===== config.mk =====
export PLATFORM = sky130hd
export DESIGN_NAME = axi_read_sched
export DESIGN_NICKNAME = d
export VERILOG_FILES = /design/src/rtl/axi_sched_pkg.sv /design/src/rtl/rr_pick2.sv /design/src/rtl/axi_read_sched.sv
export SDC_FILE = /design/constraint.sdc
export NUM_CORES = 1
export LEC_CHECK = 0
export CAP_MARGIN = 25
export CORE_MARGIN = 3
export CORE_UTILIZATION = 53
export CTS_BUF_LIST = sky130_fd_sc_hd__clkbuf_16
export DETAILED_ROUTE_END_ITERATION = 16
export HOLD_SLACK_MARGIN = 0.05
export PLACE_DENSITY = 0.79
export SYNTH_ARGS = -nofsm -noshare
export SYNTH_HDL_FRONTEND = slang
export SYNTH_SLANG_ARGS = --single-unit

===== constraint.sdc =====
create_clock -name clk -period 2.2 [get_ports clk]
set_clock_uncertainty 0.2 [all_clocks]
set_input_delay 0.44 -clock clk [delete_from_list [all_inputs] [get_ports clk]]
set_output_delay 0.44 -clock clk [all_outputs]
set_load 0.005 [all_outputs]

===== src/rtl/axi_sched_pkg.sv =====
// axi_sched_pkg: shared states, grant encodings and default sizing for the AXI read scheduler.
package axi_sched_pkg;
  typedef enum logic [1:0] {S_IDLE, S_ADDR, S_DATA} state_t;
  localparam logic [1:0] GNT_NONE = 2'b00;
  localparam logic [1:0] GNT_M0 = 2'b01;
  localparam logic [1:0] GNT_M1 = 2'b10;
  localparam int TIMEOUT_DEF = 255;
  localparam int CNTW_DEF = 8;
endpackage


===== src/rtl/rr_pick2.sv =====
// rr_pick2: two-way round-robin pick; a lone requester wins, a tie goes to the pointer.
module rr_pick2
  import axi_sched_pkg::*;
(
  input  logic [1:0] req,
  input  logic       ptr,
  output logic [1:0] gnt
);
  assign gnt = &req ? (ptr ? GNT_M1 : GNT_M0) : req;
endmodule


===== src/rtl/axi_read_sched.sv =====
// axi_read_sched: grants one AXI read burst at a time to M0/M1 with round-robin
// arbitration and an idle-beat watchdog that abandons stalled bursts.
module axi_read_sched
  import axi_sched_pkg::*;
#(
  parameter int TIMEOUT = TIMEOUT_DEF,
  parameter int CNTW = CNTW_DEF
) (
  input  logic            clk,
  input  logic            rst,
  input  logic            arvalid_m0,
  input  logic            arvalid_m1,
  input  logic            arready_s,
  input  logic            rvalid_s,
  input  logic            rready_m,
  input  logic            rlast_s,
  output logic [1:0]      grant,
  output logic            ar_en,
  output logic            ar_fire,
  output logic            busy,
  output logic [CNTW-1:0] beat_cnt,
  output logic            timeout
);
  state_t            r_state;
  logic              r_ptr;
  logic [CNTW-1:0]   r_wd;
  logic [1:0]        w_arv;
  logic [1:0]        w_pick;
  logic              w_gvalid;
  logic              w_beat;
  logic              w_expire;
  assign w_arv    = {arvalid_m1, arvalid_m0};
  assign w_gvalid = |(grant & w_arv);
  assign ar_fire  = (r_state == S_ADDR) && w_gvalid && arready_s;
  assign w_beat   = (r_state == S_DATA) && rvalid_s && rready_m;
  assign w_expire = (r_state == S_DATA) && !w_beat && (r_wd == CNTW'(TIMEOUT - 1));
  rr_pick2 u_pick (.req(w_arv), .ptr(r_ptr), .gnt(w_pick));
  always_ff @(posedge clk or posedge rst) begin
    if (rst) begin
      r_state  <= S_IDLE;
      r_ptr    <= 1'b0;
      r_wd     <= '0;
      grant    <= GNT_NONE;
      ar_en    <= 1'b0;
      busy     <= 1'b0;
      beat_cnt <= '0;
      timeout  <= 1'b0;
    end else begin
      timeout <= 1'b0;
      case (r_state)
        S_IDLE: if (|w_arv) begin
          r_state <= S_ADDR;
          grant   <= w_pick;
          ar_en   <= 1'b1;
          busy    <= 1'b1;
        end
        S_ADDR: if (ar_fire) begin
          r_state  <= S_DATA;
          ar_en    <= 1'b0;
          beat_cnt <= '0;
          r_wd     <= '0;
        end else if (!w_gvalid) begin
          r_state <= S_IDLE;
          grant   <= GNT_NONE;
          ar_en   <= 1'b0;
          busy    <= 1'b0;
        end
        S_DATA: if (w_beat) begin
          beat_cnt <= &beat_cnt ? beat_cnt : beat_cnt + 1'b1;
          r_wd     <= '0;
          if (rlast_s) begin
            r_state <= S_IDLE;
            grant   <= GNT_NONE;
            busy    <= 1'b0;
            r_ptr   <= grant[0];
          end
        end else if (w_expire) begin
          r_state <= S_IDLE;
          grant   <= GNT_NONE;
          busy    <= 1'b0;
          r_ptr   <= grant[0];
          r_wd    <= '0;
          timeout <= 1'b1;
        end else begin
          r_wd <= r_wd + 1'b1;
        end
        default: r_state <= S_IDLE;
      endcase
    end
  end
endmodule


==> results by group <==
Outcome
  • Outcome: finished clean

Placed design
  • Placer Congestion: roughly 0.83
  • DP HPWL: approximately 2700 um
  • IO Port Bufs: 21
  • Place WS: -222.8 ps

Worst setup path
  • R2R cell count: 7
  • FF-to-FF setup slack: 100 ps
  • Reg2Reg Capture Point: beat_cnt[4]$_DFFE_PP0P_
  • Reg-to-Reg Start: r_state[1]$_DFFE_PP0P_
  • Crit Path Category: primary input to output port
  • CP max FO: 2
  • CP Cell Sequence: clkdlybuf4s50_1 > a22o_2 > and3_2 > clkdlybuf4s15_1
  • CP arrival: 1520 ps
  • Crit path largest cell delay: ~420 ps
  • Slowest-stage cell, CP: clkdlybuf4s50_1
  • Setup crit end kind: output port
  • Required @ worst endpoint: between 1500 and 2000 ps
  • Crit path launch type: primary input

Synth
  • FFs w/ async S/R, synth: 100.0%
  • Mapped Nets: 165
  • Synth top area share: a little over 40%
  • Avg Cell Area, Syn: between 9 and 10 sq um
  • Post-Synth Adder-Cell Area: ~5.1%
  • Cell area after synthesis: between 0.001 and 0.0015 sq mm
  • Synthesized flop and latch total: 24
  • Simple-gate share of the synthesized area: between 10% and 20%
  • Mux cell area share after synthesis: under 10%
  • Register area share after synthesis: 40.75%
  • Main combinational cell family by area after synthesis: compound AO/OA/AOI/OAI gates
  • EDFF count, synth: 0
  • YS warnings: 0
  • Post-synthesis compound-gate area fraction: ~27%
  • Primary FF master, synth: dfrtp_1
  • Synth Area in XOR/XNOR: 0%
  • Post-synth cell types: 44
  • Area leader, netlist: dfrtp_1
  • Syn Inst Count: between 150 and 200
  • Synth area leaders: dfrtp_1, ha_1, a21oi_1

STA
  • Setup TNS: 0 ps
  • Max Slew Vio Count: 0
  • Min Tclk post-route: 2158 ps
  • Final WS setup: between 40 and 50 ps
  • FMAX: 0.4633 GHz
  • Final setup viols: 0
  • RSZ-0062 raised after global routing: false
  • Worst slew margin: 75.26%
  • Final hold vios: 0
  • Worst-margin pin slew: approximately 370 ps
  • Fin crit share: slightly below 100%

Detailed routing
  • Wire per inst: approximately 16 um
  • Vias: 1,369
  • Number of DRC markers in iteration 0: 73
  • Metal2 WL: 1858 um
  • WL met3: 143 um
  • Top sig layer: met4
  • Remaining DRCs: 0
  • Met1 WL: between 1500 and 2000 um
  • Final antenna-violating net count: 0
  • Detailed Route WL: ~3600 um
  • Via density: approximately 6
  • Drt pass-1 iters: 4

Clock network
  • H-tree depth: 1
  • Worst-skew pair later-pin latency: between 200 and 300 ps
  • TritonCTS clock tree: done
  • Clock sink total: 24
  • Clk slew on worst S/H paths: ~60 ps
  • Postcts setup bufs: 0
  • TritonCTS Buffers: 3
  • Clock buffer depth: 2
  • Root buffer cell: clkbuf_16

Power
  • P_leak: around 0.85 nW
  • Pwr dens: 949.3 mW/mm^2
  • Max VDD drop: ~0.00096 V
  • Power, Total: 1.832 mW

Final layout
  • Antenna diodes: 0
  • # nets final: 209
  • Layout area overhead: 30.90%
  • Layout filler cell count: between 150 and 200
  • Layout cells sized above 1: about a fifth

Flow run
  • MaxCap Viol Count: 0

Hold path
  • HP Class: flip-flop to flip-flop
  • Hold Crit Start: r_ptr$_DFFE_PP0P_
  • Hold Path Sink: r_ptr$_DFFE_PP0P_
  • Hold path depth: 1

Floorplanning
  • Chip height: about 60 um
  • DIE WIDTH: about 59 um
  • Initial Utilization: between 50% and 60%
  • Row cnt: 18
  • # IOs: 22
  • Core region area: 0.002567 sq mm
  • Die footprint: 0.003450 sq mm

Global route
  • Vias in the first global route: between 1,000 and 1,500
  • Global route overflow: 0
  • Initial antenna violation count: 0
  • Largest net degree at the start of global routing: 25
  • First-pass GRT wire length: around 6000 um
  • GRT Overall Usage: 22.59%
==> placed cells by master, fill, tap and decap left out, types with 2 or more instances in the layout <==
cell type,count
or4_1,2
clkdlybuf4s50_1,20
dfrtp_1,24
a31o_2,2
a31oi_1,2
nand4_1,4
nor2b_1,7
nor2_1,7
nor3_1,2
ha_1,5
clkbuf_16,3
mux2_2,3
inv_1,10
and2_1,2
o211ai_1,2
nand2_1,7
a21oi_1,12
nand3_1,8
and3_1,6
a32o_1,2
o31ai_1,2
o21ai_0,11
a22o_1,6
buf_4,21
==> worst max-delay path by stage <==
stage,startpoint,to,depth (start not counted)
global placement,arvalid_m0,ar_fire,4
CTS,arvalid_m0,ar_fire,4
floorplan,r_state[0]$_DFFE_PP0P_,r_state[0]$_DFFE_PP0P_,7
finish,arvalid_m0,ar_fire,4
detailed placement,arvalid_m0,ar_fire,4
global route,r_state[1]$_DFFE_PP0P_,beat_cnt[4]$_DFFE_PP0P_,7
==> cells by family after synthesis <==
kind of cell / count (synthesis)
muxes: 4
buffers and inverters: 13
AOI/OAI and AO/OA: 53
DFF: 24
adders and majority gates: 6
and+or+nand+nor: 51
==> what timing repair did <==
| item | CTS | global route |
|---|---|---|
| endpoints found under the hold margin | 0 | 0 |
| hold buffers | 0 | 0 |
| pin swaps | 0 | 1 |
| endpoints found under the setup margin | 1 | 1 |
| resized for setup | 3 | 0 |
==> power by group <==
part | switching (mW) | internal, mW
Combinational | 0.407 | 0.431
Sequential | 0.0738 | 0.526
Clock | 0.154 | 0.241
==> metrics by stage <==
stage / std cells / util (%) / hold slack [ps] / area (sq um)
after floorplan: 151 / - / 254.6 / 1474
after global routing: 223 / 75.15 / 323.2 / 1929
after global placement: 220 / 72.12 / 302.9 / 1852
after CTS: 223 / 75.15 / 304.8 / 1929
final: 223 / 75.15 / 299.4 / 1929
after detailed placement: 220 / 72.12 / 289.7 / 1852
==> layout make-up <==
class	count	area, sq um	share of cell area [%]
timing repair buffer	42	367.9	19.07
tap	30	37.54	1.946
multi-input combinational	114	810.8	42.02
sequential	24	600.6	31.13
inverter	10	37.54	1.946
clock buffer	3	75.07	3.891
==> worst max-delay path, delay by kind of cell <==
kind            cells  cell delay, ps
buf+inv             2             620
simple gates        1             210
compound gates      1             240
==> per-layer routing <==
layer | vias up | track usage (%)
li1 | 662 | -
met1 | 667 | 25.97
met2 | 34 | 41.17
met3 | 6 | 3.947
met4 | 0 | 8.738
met5 | - | 0
==> cell usage after synthesis (all sizes together), types with 2 or more instances <==
| cell | n |
|---|---|
| dfrtp | 24 |
| a21oi | 12 |
| nand4 | 4 |
| nor2b | 7 |
| buf | 3 |
| o31ai | 2 |
| nand2 | 7 |
| nor3 | 2 |
| mux2 | 4 |
| and3 | 7 |
| a31oi | 3 |
| or4 | 2 |
| a32o | 2 |
| o211ai | 3 |
| o21ai | 12 |
| inv | 10 |
| nor2 | 7 |
| ha | 6 |
| a31o | 2 |
| a22o | 7 |
| nand3 | 8 |
| and2 | 2 |
==> sequential cells by signal, indices dropped and copies added (netlist names) <==
signal    cells
ar_en         1
grant         2
beat_cnt      8
busy          1
r_ptr         1
r_wd          8
r_state       2
timeout       1
Note: power is estimated with default switching activity, not from simulation.
